**src/rtl/ifu_prefetch.sv**
```systemverilog
// ---------------------------------------------------------------------------
// ifu_prefetch -- instruction fetch unit with a DEPTH-entry prefetch queue.
//
// Holds the fetch PC, drives a combinational instruction-memory port, and
// buffers fetched {pc, instr[, exc]} entries so fetch keeps going while decode
// stalls. Any control-flow redirect flushes the queue and restarts fetch at
// the redirect target (jr > jump > branch priority).
//
// Optional feature (compile-time macro IFU_ADEL_CHECK_EN):
//   When defined, every fetch address is checked for misalignment and for
//   lying outside [PC_LO, PC_HI]. A faulting fetch is queued with exc=1 and
//   instr=0 without waiting for imem_ready. When undefined, out_exc is 0 and
//   no exception state is kept.
//
// Ports:
//   clk, reset          clock (rising edge), synchronous active-high reset
//   imem_addr           fetch address (= fetch PC)
//   imem_rdata/ready    instruction word for imem_addr, valid same cycle
//   redirect_* / *_addr control-flow redirect requests and targets
//   out_valid/ready     queue head handshake towards the F/D register
//   out_pc/instr/exc    head entry contents (registered, no bypass)
//   count               queue occupancy, 0..DEPTH
// ---------------------------------------------------------------------------
module ifu_prefetch #(
    parameter logic [31:0] RESET_PC = 32'h0000_3000,
    parameter int          DEPTH    = 4,
    parameter logic [31:0] PC_LO    = 32'h0000_3000,
    parameter logic [31:0] PC_HI    = 32'h0000_6FFC
) (
    input  logic                       clk,
    input  logic                       reset,
    output logic [31:0]                imem_addr,
    input  logic [31:0]                imem_rdata,
    input  logic                       imem_ready,
    input  logic                       redirect_jr,
    input  logic [31:0]                jr_addr,
    input  logic                       redirect_jump,
    input  logic [31:0]                jump_addr,
    input  logic                       redirect_branch,
    input  logic [31:0]                branch_addr,
    output logic                       out_valid,
    input  logic                       out_ready,
    output logic [31:0]                out_pc,
    output logic [31:0]                out_instr,
    output logic                       out_exc,
    output logic [$clog2(DEPTH):0]     count
);

    localparam int PW = $clog2(DEPTH);
    localparam int CW = PW + 1;

    // State
    logic [31:0]   fetch_pc_q, fetch_pc_d;
    logic [CW-1:0] count_q,    count_d;
    logic [PW-1:0] wr_ptr_q,   wr_ptr_d;
    logic [PW-1:0] rd_ptr_q,   rd_ptr_d;
    logic [31:0]   mem_pc_q    [DEPTH];
    logic [31:0]   mem_pc_d    [DEPTH];
    logic [31:0]   mem_instr_q [DEPTH];
    logic [31:0]   mem_instr_d [DEPTH];
`ifdef IFU_ADEL_CHECK_EN
    logic          mem_exc_q   [DEPTH];
    logic          mem_exc_d   [DEPTH];
`endif

    logic redir, pop, push, exc, fetch_src;

    // Address-error check on the current fetch PC.
`ifdef IFU_ADEL_CHECK_EN
    assign exc = (fetch_pc_q[1:0] != 2'b00) | (fetch_pc_q < PC_LO) | (fetch_pc_q > PC_HI);
`else
    assign exc = 1'b0;
`endif

    // A faulting fetch never reaches memory, so it need not wait for ready.
    assign fetch_src = imem_ready | exc;
    assign redir     = redirect_jr | redirect_jump | redirect_branch;
    assign out_valid = (count_q != '0);
    assign pop       = out_valid & out_ready;
    // A full queue may still accept a new entry in the same cycle it pops.
    assign push      = fetch_src & ~redir & ((count_q < CW'(DEPTH)) | pop);

    always_comb begin
        fetch_pc_d  = fetch_pc_q;
        count_d     = count_q;
        wr_ptr_d    = wr_ptr_q;
        rd_ptr_d    = rd_ptr_q;
        mem_pc_d    = mem_pc_q;
        mem_instr_d = mem_instr_q;
`ifdef IFU_ADEL_CHECK_EN
        mem_exc_d   = mem_exc_q;
`endif
        if (redir) begin
            // Flush; any pop in this cycle is discarded by the consumer.
            if (redirect_jr)        fetch_pc_d = jr_addr;
            else if (redirect_jump) fetch_pc_d = jump_addr;
            else                    fetch_pc_d = branch_addr;
            count_d  = '0;
            wr_ptr_d = '0;
            rd_ptr_d = '0;
        end else begin
            if (push) begin
                mem_pc_d[wr_ptr_q]    = fetch_pc_q;
                mem_instr_d[wr_ptr_q] = exc ? 32'h0 : imem_rdata;
`ifdef IFU_ADEL_CHECK_EN
                mem_exc_d[wr_ptr_q]   = exc;
`endif
                wr_ptr_d   = wr_ptr_q + 1'b1;   // wraps modulo DEPTH
                fetch_pc_d = fetch_pc_q + 32'd4; // wraps modulo 2^32
            end
            if (pop) rd_ptr_d = rd_ptr_q + 1'b1;
            count_d = count_q + CW'(push) - CW'(pop);
        end
    end

    always_ff @(posedge clk) begin
        if (reset) begin
            fetch_pc_q  <= RESET_PC;
            count_q     <= '0;
            wr_ptr_q    <= '0;
            rd_ptr_q    <= '0;
            mem_pc_q    <= '{default: '0};
            mem_instr_q <= '{default: '0};
`ifdef IFU_ADEL_CHECK_EN
            mem_exc_q   <= '{default: 1'b0};
`endif
        end else begin
            fetch_pc_q  <= fetch_pc_d;
            count_q     <= count_d;
            wr_ptr_q    <= wr_ptr_d;
            rd_ptr_q    <= rd_ptr_d;
            mem_pc_q    <= mem_pc_d;
            mem_instr_q <= mem_instr_d;
`ifdef IFU_ADEL_CHECK_EN
            mem_exc_q   <= mem_exc_d;
`endif
        end
    end

    assign imem_addr = fetch_pc_q;
    assign count     = count_q;
    assign out_pc    = mem_pc_q[rd_ptr_q];
    assign out_instr = mem_instr_q[rd_ptr_q];
`ifdef IFU_ADEL_CHECK_EN
    assign out_exc   = mem_exc_q[rd_ptr_q];
`else
    assign out_exc   = 1'b0;
`endif

endmodule

```
**config.mk**
```make
export PLATFORM = sky130hd
export DESIGN_NAME = ifu_prefetch
export DESIGN_NICKNAME = d
export VERILOG_FILES = /design/src/rtl/ifu_prefetch.sv
export SDC_FILE = /design/constraint.sdc
export NUM_CORES = 1
export LEC_CHECK = 0
export CAP_MARGIN = 10
export CORE_MARGIN = 10
export CORE_UTILIZATION = 29
export DETAILED_ROUTE_END_ITERATION = 8
export GPL_TIMING_DRIVEN = 0
export SETUP_SLACK_MARGIN = 0.05
export SYNTH_ARGS = -nofsm -noshare
export SYNTH_HDL_FRONTEND = slang
export SYNTH_SLANG_ARGS = --single-unit
```
**constraint.sdc**
```tcl
create_clock -name clk -period 2.7 [get_ports clk]
set_input_delay 0.54 -clock clk [delete_from_list [all_inputs] [get_ports clk]]
set_output_delay 0.54 -clock clk [all_outputs]
set_load 0.01 [all_outputs]
```
==> results by group, run 1 <==
Power and ir drop
  • Switching pwr: ~2.4 mW
  • Pwr/cell area: between 500 and 600 nW/µm²
  • Logic pwr share: between 8 and 9%
  • Peak supply drop: 0.485 mV
  • Sequential share of power: about 45%
  • Leak Pwr: ~6.0 nW
  • Clock power share: 46.2%
  • Power, Total: 9.93 mW
  • Int Pwr: roughly 7.5 mW
  • Switching share of power: a little under a quarter

Die
  • Initial core utilization: between 20 and 30%
  • Row count: just under 80
  • Number of I/O pins: 236
  • Die Y: approximately 230 µm
  • DIE AREA: 54600 µm²
  • DIE WIDTH: between 200 and 250 µm
  • Core area: around 45000 µm²

Place
  • Post-DP HPWL: ~37000 µm
  • IO Port Bufs: 230
  • Routability-driven placement congestion ratio: 0.866
  • Placed Cells: ~2400

Timing
  • Slew @ Worst Pin: approximately 0.77 ns
  • Period minus WS final: 2.59 ns
  • Worst Skew: between 0.015 and 0.02 ns
  • Max-slew headroom: 48.7%
  • Max-slew violations: 0
  • Crit share post-route: around 96%
  • Setup repair after global routing missed its margin: true
  • Final setup viols: 0
  • Achievable frequency: approximately 390 MHz
  • Number of hold violations in the final report: 0

Logic synthesis
  • Syn Inst Count: 1593
  • Syn avg cell area: ~8.3 µm²
  • Register bit total from synthesis: just under 300
  • Synth cell types: 59
  • Mapped cell area: 13200 µm²
  • Number of enable flip-flop cells after synthesis: 0
  • Synth Warn #: 0
  • Fraction of the yosys area taken by sequential cells: 44.6%
  • Net Count, Synth: approximately 1700
  • Synth Flop Type: dfxtp_1
  • Asr flop ratio synth: 0%

Global route
  • Total GRT Usage: about 18%
  • Met1 usage: between 20 and 25%
  • Vias in the first global route: around 13000
  • Most Crowded Layer GR: met2
  • Largest net degree at the start of global routing: 15
  • First-pass GRT wire length: about 76000 µm
  • Initial antenna violation count: 2
  • GR Util met2: between 30% and 40%
  • Met3 Use GR: approximately 4.5%
  • Gr ovfl total: 0

Clock network
  • CTS Root Buffer Type: clkbuf_16
  • H-tree depth: 1
  • # hold bufs at CTS: 0
  • Worst-path clk slew: roughly 0.060 ns
  • Sink Count: 295
  • TritonCTS clock tree: built
  • CTS Buffer Depth: 3
  • Num CTS Buffers: 31
  • Clock Latency Late Sink: between 0.5 and 0.6 ns

Setup path
  • Crit-path most repeated cell: buf_12
  • Setup crit start kind: register
  • WP data required: between 2 and 2.5 ns
  • Critical path cell sequence: buf_12 -> buf_12 -> buf_8 -> mux4_2 -> dlygate4sd2_1
  • Crit path DAT: 2.05 ns
  • CP top delay family: buffers and inverters
  • Crit path largest cell delay: 0.38 ns
  • Crit Path Max Fanout: 10
  • CP bufs+invs: 4
  • Setup Crit Path Kind: register to output pin
  • Max stage delay cell, worst path: dfxtp_4
  • Cells on worst reg2reg path: 10
  • WP depth: 5
  • Worst Setup End Kind: output pin

Routing
  • Routed len/inst: 20.3 µm
  • Vias: ~13000
  • Detailed Routing Iterations Pass 1: 5
  • Avg Vias per Cell: roughly 5.1
  • DRC: 0
  • Starting DRC count in detailed routing: around 1200
  • Post-route ant nets: 0
  • Routed WL: roughly 50000 µm

Final layout
  • Layout net count: 2003
  • Most frequent cells in the layout: nand2_1, dfxtp_1, a21oi_1
  • Final non-filler cell total: 2484
  • Antenna Cells: 0
  • Filler cells: around 4600
  • Commonest non-fill, non-tap cell in the layout: nand2_1
  • Layout area overhead: 32.5%
  • Layout cell share with drive strength beyond 1: a little over a tenth

Outcome
  • Status: complete, no violations

Min path
  • HP Class: register to register
  • Hold Path Depth: 2

Job
  • Max Cap Viol: 0
[registers in the layout, indices dropped and copies added, names as in the netlist]
name / flops
mem_instr_q: 128
rd_ptr_q: 2
imem_addr: 32
count: 3
wr_ptr_q: 2
mem_pc_q: 128
[metrics by stage]
stage / hold WS [ns] / TNS, ns / util (%) / instance area [µm²] / setup slack (ns)
global route: 0.468 / 0 / 38.7 / 17500 / 0.0208
detailed placement: 0.444 / -95.77 / 36.0 / 16300 / -0.758
floorplan: 0.433 / 0 / - / 13200 / 0.0620
finish: 0.452 / 0 / 38.7 / 17500 / 0.108
global placement: 0.438 / -88.09 / 36.0 / 16300 / -0.755
CTS: 0.453 / 0 / 38.7 / 17500 / 0.0192
[per-layer routing]
metal | routed length [µm] | vias to the layer above
met4 | 1320 | 4
met5 | 27 | -
li1 | - | 6015
met2 | 24300 | 513
met1 | 20400 | 5992
met3 | 4410 | 78
[cells in the mapped netlist (7+ instances only)]
master | instances | area share [%]
a211oi_1 | 12 | 0.68
a21oi_1 | 276 | 10
a221o_1 | 10 | 0.76
a22oi_1 | 11 | 0.62
and3_1 | 10 | 0.47
buf_2 | 58 | 2.2
clkbuf_1 | 79 | 2.2
dfxtp_1 | 295 | 45
ha_1 | 7 | 0.66
inv_1 | 12 | 0.34
mux4_2 | 64 | 11
nand2_1 | 554 | 16
nand3_1 | 17 | 0.64
nand4_1 | 11 | 0.52
nor2_1 | 16 | 0.45
nor3_1 | 11 | 0.42
o21ai_0 | 32 | 1.2
o22ai_1 | 8 | 0.38
[cell type report]
class / instances / area [µm²] / area share (%)
clock buffer: 45 / 888 / 5.07
multi-input combinational: 1137 / 6640 / 37.9
inverter: 13 / 48.8 / 0.278
buffer: 148 / 828 / 4.72
clock inverter: 12 / 195 / 1.11
timing repair buffer: 234 / 2270 / 13.0
tap: 600 / 751 / 4.28
sequential: 295 / 5910 / 33.7
[path summary, 6_finish.rpt]
path	endpoint	slack, ns	startpoint
worst min-delay path	mem_instr_q[62]$_SDFFE_PP0P_	0.45	mem_instr_q[62]$_SDFFE_PP0P_
worst min register to register	mem_instr_q[62]$_SDFFE_PP0P_	0.45	mem_instr_q[62]$_SDFFE_PP0P_
worst max-delay path	out_pc[11]	0.11	rd_ptr_q[0]$_SDFFE_PP0P_
worst max register to register	count[2]$_SDFF_PP0_	0.26	count[1]$_SDFF_PP0_
[power by group through the flow]
stage	Combinational (mW)	Clock [mW]	Sequential (mW)
4_1_cts	0.874	4.65	4.47
3_3_place_gp	0.877	0	4.56
6_report	0.875	4.59	4.46
2_1_floorplan	0.351	0	4.56
5_1_grt	0.941	4.82	4.47
3_5_place_dp	0.879	0	4.56
[kinds of logic after synthesis]
family | count (synthesis) | share of synthesized area, %
AND/OR/NAND/NOR | 662 | 20.9
AO/OA/AOI/OAI | 385 | 16.3
multiplexers | 69 | 11.3
other | 1 | 0.0283
adder cells (fa/ha/maj) | 8 | 0.813
buffers and inverters | 161 | 5.32
flip-flops | 295 | 44.6
XOR/XNOR | 12 | 0.794
[tightest hold or removal path, stage by stage, from the launching register on]
cell     delay, ns
dfxtp_1       0.31
nand2_1       0.05
a21oi_1       0.05
[what timing repair did]
item / in CTS / in global routing
gates resized for setup: 134 / 22
buffers inserted: 3 / 1
setup endpoints to repair: 65 / 30
endpoints found under the hold margin: 0 / 0
Power figures use the tool's default switching activity.
==> run 2, diff against run 1 <==
clock period = 2.93 ns   (was 2.7 ns; I/O delays follow)
==> run 2 against run 1 <==
Against the previous run: setup slack better by 0.027 ns; sequential share of layout area about the same; register-to-register slack better by 0.09 ns; first-iteration DRC count down 3.8%; die area unchanged; global-route usage about the same; design area about the same; flip-flop and latch count unchanged; total power down 6.6%; via count up 0.53%; hold slack better by 0.00078 ns; critical path type is now primary input to register; largest cell class unchanged; largest power group unchanged.
==> results by group, run 2 (synthesized netlist as in run 1, its figures left out) <==
Job
  • Max Cap Viol: 0

Power and ir drop
  • Leak Pwr: 6.11 nW
  • Power, Total: slightly above 9 mW
  • Int Pwr: slightly above 7 mW
  • Clock power share: around 47%
  • Switching pwr: ~2.2 mW
  • Pwr/cell area: around 530 nW/µm²
  • Logic pwr share: under 10%
  • Sequential share of power: 44.4%
  • Switching share of power: around a quarter
  • Peak supply drop: ~0.34 mV

Timing
  • Crit share post-route: a little over nine tenths
  • Setup repair after global routing missed its margin: true
  • Max-slew violations: 0
  • Slew @ Worst Pin: about 0.81 ns
  • Max-slew headroom: around 46%
  • Achievable frequency: roughly 360 MHz
  • Period minus WS final: 2.80 ns
  • Final setup viols: 0
  • Worst Skew: ~0.029 ns
  • Number of hold violations in the final report: 0

Setup path
  • Setup Crit Path Kind: primary input to register
  • Crit path largest cell delay: around 0.46 ns
  • Worst Setup End Kind: register
  • Setup crit start kind: primary input
  • Reg2reg start: count[2]$_SDFF_PP0_
  • WP data required: around 3.3 ns
  • Critical path cell sequence: clkdlybuf4s50_1 -> nand2b_1 -> and2_1 -> buf_2 -> buf_6 -> nand2_1 -> ha_1 -> inv_1 -> ha_1 -> inv_1 -> fa_1 -> xor2_1 -> xnor2_1 -> nor2_1
  • Crit Path Max Fanout: 10
  • Max stage delay cell, worst path: clkdlybuf4s50_1
  • Origin of the worst setup path: out_ready
  • Crit path DAT: between 3 and 4 ns
  • R2R Setup Slk: roughly 0.35 ns

Final layout
  • Final core area utilization: roughly 39%
  • Reg area: 5910 µm²
  • Final non-filler cell total: 2484
  • Layout cell share with drive strength beyond 1: 10.7%
  • Most frequent cells in the layout: nand2_1, dfxtp_1, a21oi_1
  • Multi-input gate area: 6620 µm²
  • Filler cells: ~4600
  • Layout net count: 2002
  • Layout area overhead: 32.6%
  • Commonest non-fill, non-tap cell in the layout: nand2_1

Clock network
  • # hold bufs at CTS: 0
  • Sink Count: 295
  • Clock Latency Late Sink: 0.51 ns
  • CTS Root Buffer Type: clkbuf_16
  • H-tree depth: 2
  • Worst-path clk slew: 0.06 ns
  • Num CTS Buffers: 34
  • Setup bufs post-CTS: 0
  • CTS Buffer Depth: 3
  • TritonCTS clock tree: built

Die
  • Row count: 78
  • DIE AREA: 54600 µm²
  • Number of I/O pins: 236
  • Core area: about 45000 µm²
  • DIE WIDTH: 234 µm
  • Die Y: ~230 µm
  • Initial core utilization: a little under 30%

Place
  • Placed Cells: 2423
  • IO Port Bufs: 230
  • Post-DP HPWL: between 30000 and 40000 µm
  • Routability-driven placement congestion ratio: approximately 0.9

Routing
  • Detailed Routing Iterations Pass 1: 5
  • Routed len/inst: 20.2 µm
  • Starting DRC count in detailed routing: roughly 1100
  • Routed WL: between 50000 and 60000 µm
  • Post-route ant nets: 0
  • Avg Vias per Cell: ~5.1
  • Vias: 12700
  • DRC: 0

Global route
  • Gr ovfl total: 0
  • Initial antenna violation count: 1
  • Largest net degree at the start of global routing: 14
  • Vias in the first global route: about 13000
  • Total GRT Usage: 17.8%
  • First-pass GRT wire length: around 75000 µm

Min path
  • HP Start: mem_pc_q[82]$_SDFFE_PP0P_
  • HP Class: register to register

Outcome
  • Status: complete, no violations
==> run 2: cell types whose count changed in the layout (fill, tap and decap cells not counted), moves of 4 or more <==
| cell | before | now |
|---|---|---|
| clkbuf_2 | 5 | 1 |
| clkdlybuf4s15_1 | 14 | 0 |
| dlygate4sd2_1 | 45 | 50 |
| clkdlybuf4s50_1 | 165 | 172 |
| clkbuf_1 | 84 | 80 |
| dlymetal6s2s_1 | 0 | 8 |
| clkbuf_16 | 32 | 36 |
==> run 2: metrics by stage <==
step                setup slack (ns)  area (µm²)  TNS, ns  hold slack [ns]
floorplan                      0.231       13200        0            0.433
CTS                           0.0600       17500        0            0.451
global route                  0.0187       17500        0            0.470
finish                         0.135       17500        0            0.452
detailed placement            -0.672       16300   -71.09            0.443
global placement              -0.674       16300   -65.65            0.438
==> run 2: path summary, 6_finish.rpt <==
path                                                  end  depth (start not counted)
worst max-delay path                  count[2]$_SDFF_PP0_                         14
worst min-delay path            mem_pc_q[82]$_SDFFE_PP0P_                          2
worst min register to register  mem_pc_q[82]$_SDFFE_PP0P_                          2
worst max register to register        count[2]$_SDFF_PP0_                         13
==> run 2: layout make-up <==
| cell class | instances | area share [%] |
|---|---|---|
| Timing Repair Buffer | 230 | 12.9 |
| Antenna cell | 1 | 0.0143 |
| Multi-Input combinational cell | 1137 | 37.8 |
| Clock buffer | 47 | 5.70 |
| Inverter | 13 | 0.278 |
| Clock inverter | 13 | 0.870 |
| Buffer | 148 | 4.55 |
| Sequential cell | 295 | 33.7 |
| Tap cell | 600 | 4.28 |
==> run 2: power by group through the flow <==
stage          clock (mW)  combinational, mW  sequential (mW)
2_1_floorplan           0              0.323             4.20
3_3_place_gp            0              0.805             4.20
3_5_place_dp            0              0.806             4.20
4_1_cts              4.45              0.803             4.11
5_1_grt              4.62              0.863             4.12
6_report             4.35              0.802             4.11
==> run 2: layer usage <==
metal,global-route usage [%],vias to the layer above,part of all wire (%)
met5,0,-,0
met4,5.24,0,2.4
met3,5.02,78,8.7
met2,30.4,544,48
met1,21.4,6042,41
li1,-,6005,-
==> run 2: worst max-delay path, delay by kind of cell <==
| kind | cells | cell delay [ns] |
|---|---|---|
| xor gates and xnor gates | 2 | 0.30 |
| adders and majority gates | 3 | 0.77 |
| buffers and inverters | 5 | 0.97 |
| and+or+nand+nor | 4 | 0.54 |
==> run 2: timing repair <==
item | CTS | global route
resized for setup | 99 | 10
setup endpoints to repair | 65 | 9
hold endpoints to repair | 0 | 0
==> run 3, diff against run 2 <==
GPL_TIMING_DRIVEN = 1   (was 0)
==> run 3 against run 2 <==
Against the previous run: combinational power shrank 7.4%; via count is 3.1% lower; first-iteration DRC count shrank 18%; hold slack got worse by 0.0026 ns; clock-buffer cell count down 2; register-to-register slack gained 0.22 ns; sequential share of layout area shrank 0.58 points; utilization up 0.71 points; clock skew down 0.0063 ns; non-clock buffer count decreased by 75; sequential power about the same; critical path depth shrank 11; largest power group unchanged.
==> results by group, run 3 (synthesized netlist as in run 1, its figures left out) <==
Routing
  • Vias: 12300
  • DRC: 0
  • Detailed Routing Iterations Pass 1: 5
  • Routed WL: roughly 46000 µm
  • Starting DRC count in detailed routing: 914
  • Avg Vias per Cell: 5.08
  • Routed len/inst: around 19 µm
  • Post-route ant nets: 0

Die
  • Row count: a little under 80
  • Number of I/O pins: approximately 240
  • DIE WIDTH: approximately 230 µm
  • Core area: 45300 µm²
  • Initial core utilization: 29.2%
  • DIE AREA: 54600 µm²
  • Die Y: 234 µm

Timing
  • Final setup viols: 0
  • Number of hold violations in the final report: 0
  • Max-slew violations: 0
  • Minimum hold slack: 0.450 ns
  • Crit share post-route: around 98%
  • Period minus WS final: approximately 2.9 ns
  • Setup repair after global routing missed its margin: true
  • Max-slew headroom: about 46%
  • Slew @ Worst Pin: roughly 0.80 ns
  • Total Neg Setup Slack: 0 ns
  • Worst Skew: around 0.023 ns
  • Achievable frequency: around 350 MHz

Global route
  • Initial antenna violation count: 1
  • Vias in the first global route: approximately 12000
  • Gr ovfl total: 0
  • Largest net degree at the start of global routing: approximately 120
  • First-pass GRT wire length: around 70000 µm
  • Total GRT Usage: between 10% and 20%

Setup path
  • Reg2reg start: count[0]$_SDFF_PP0_
  • Max stage delay cell, worst path: mux4_2
  • Cells on worst reg2reg path: 10
  • R2R Path End: count[2]$_SDFF_PP0_
  • Crit Path Max Fanout: 17
  • Worst Setup End Kind: output pin
  • Setup Crit Path Kind: register to output pin
  • Crit path DAT: roughly 2.3 ns
  • WP data required: around 2.3 ns
  • R2R Setup Slk: 0.57 ns
  • Critical path cell sequence: buf_6 -> mux4_2 -> clkdlybuf4s50_1
  • Crit path largest cell delay: 0.54 ns
  • Setup crit start kind: register

Clock network
  • Sink Count: about 300
  • H-tree depth: 2
  • # hold bufs at CTS: 0
  • Clock Latency Late Sink: between 0.5 and 0.6 ns
  • CTS Buffer Depth: 3
  • CTS Root Buffer Type: clkbuf_16
  • Num CTS Buffers: 36
  • Worst-path clk slew: approximately 0.060 ns
  • TritonCTS clock tree: built

Min path
  • HP Start: mem_pc_q[113]$_SDFFE_PP0P_
  • Hold EP: mem_pc_q[113]$_SDFFE_PP0P_
  • Hold Path Depth: 2
  • HP Class: register to register

Outcome
  • Status: complete, no violations

Place
  • Post-DP HPWL: about 31000 µm
  • IO Port Bufs: between 200 and 250
  • Routability-driven placement congestion ratio: between 0.8 and 0.9

Job
  • Max Cap Viol: 0

Power and ir drop
  • Peak supply drop: around 0.36 mV
  • Power, Total: 9.58 mW
  • Leak Pwr: between 5 and 6 nW
  • Pwr/cell area: 536 nW/µm²

Final layout
  • Final core area utilization: 39.5%
  • Layout net count: 1929
  • Layout cell share with drive strength beyond 1: a little under an eighth
  • Commonest non-fill, non-tap cell in the layout: nand2_1
  • Filler cells: 4546
  • Layout area overhead: 35.0%
  • Most frequent cells in the layout: nand2_1, dfxtp_1, a21oi_1
-- run 3: changes by cell type in the layout (fill, tap and decap cells not counted), moves of 5 or more --
cell	delta
dlygate4sd2_1	-47
dlymetal6s2s_1	+5
clkbuf_1	-77
buf_4	+37
buf_2	-48
clkdlybuf4s50_1	+45
buf_12	+17
buf_6	-5
-- run 3: final cells by class --
cell class                      count  area, µm²  area share (%)
Clock inverter                     21        250            1.40
Clock buffer                       45       1010            5.63
Timing Repair Buffer              303       3200            17.9
Tap cell                          600        751            4.20
Sequential cell                   295       5910            33.1
Antenna cell                        1       2.50          0.0140
Inverter                           13       48.8           0.273
Multi-Input combinational cell   1137       6700            37.5
-- run 3: power breakdown --
part | internal (mW) | switching [mW]
Clock | 2.89 | 1.80
Combinational | 0.373 | 0.370
Sequential | 4.06 | 0.0820
-- run 3: how the worst max path moves through the flow --
stage,slack (ns),endpoint,startpoint,cells after the start
floorplan,0.23,count[2]$_SDFF_PP0_,out_ready,13
global placement,0.07,count[2]$_SDFF_PP0_,redirect_jump,11
detailed placement,0.1,count[2]$_SDFF_PP0_,redirect_jump,11
CTS,-0.009,out_instr[26],rd_ptr_q[0]$_SDFFE_PP0P_,3
global route,-0.02,out_instr[29],rd_ptr_q[0]$_SDFFE_PP0P_,3
finish,0.07,out_instr[29],rd_ptr_q[0]$_SDFFE_PP0P_,3
-- run 3: worst max-delay path, delay by kind of cell (launching register included) --
kind	cells	cell delay (ns)
buffers and inverters	2	0.75
DFF	1	0.43
muxes	1	0.54
-- run 3: repair_timing --
| action | in CTS | in global routing |
|---|---|---|
| setup buffers | 3 | 7 |
| pin swaps | 0 | 0 |
| endpoints found under the setup margin | 55 | 33 |
| gates cloned | 0 | 1 |
| gates resized for setup | 4 | 17 |
-- run 3: layer usage --
metal,track usage [%],routed length (µm)
met2,26.9,21700
met5,0,0
met1,20.1,19600
met3,5.29,3900
met4,5.20,1070
-- run 3: stage by stage --
step	area, µm²	cells	setup WS (ns)
3_5_place_dp	16400	2337	0.0963
3_3_place_gp	16400	2337	0.0678
2_1_floorplan	13200	1593	0.231
6_report	17900	2415	0.0660
5_1_grt	17900	2415	-0.0188
4_1_cts	17700	2406	-0.00927
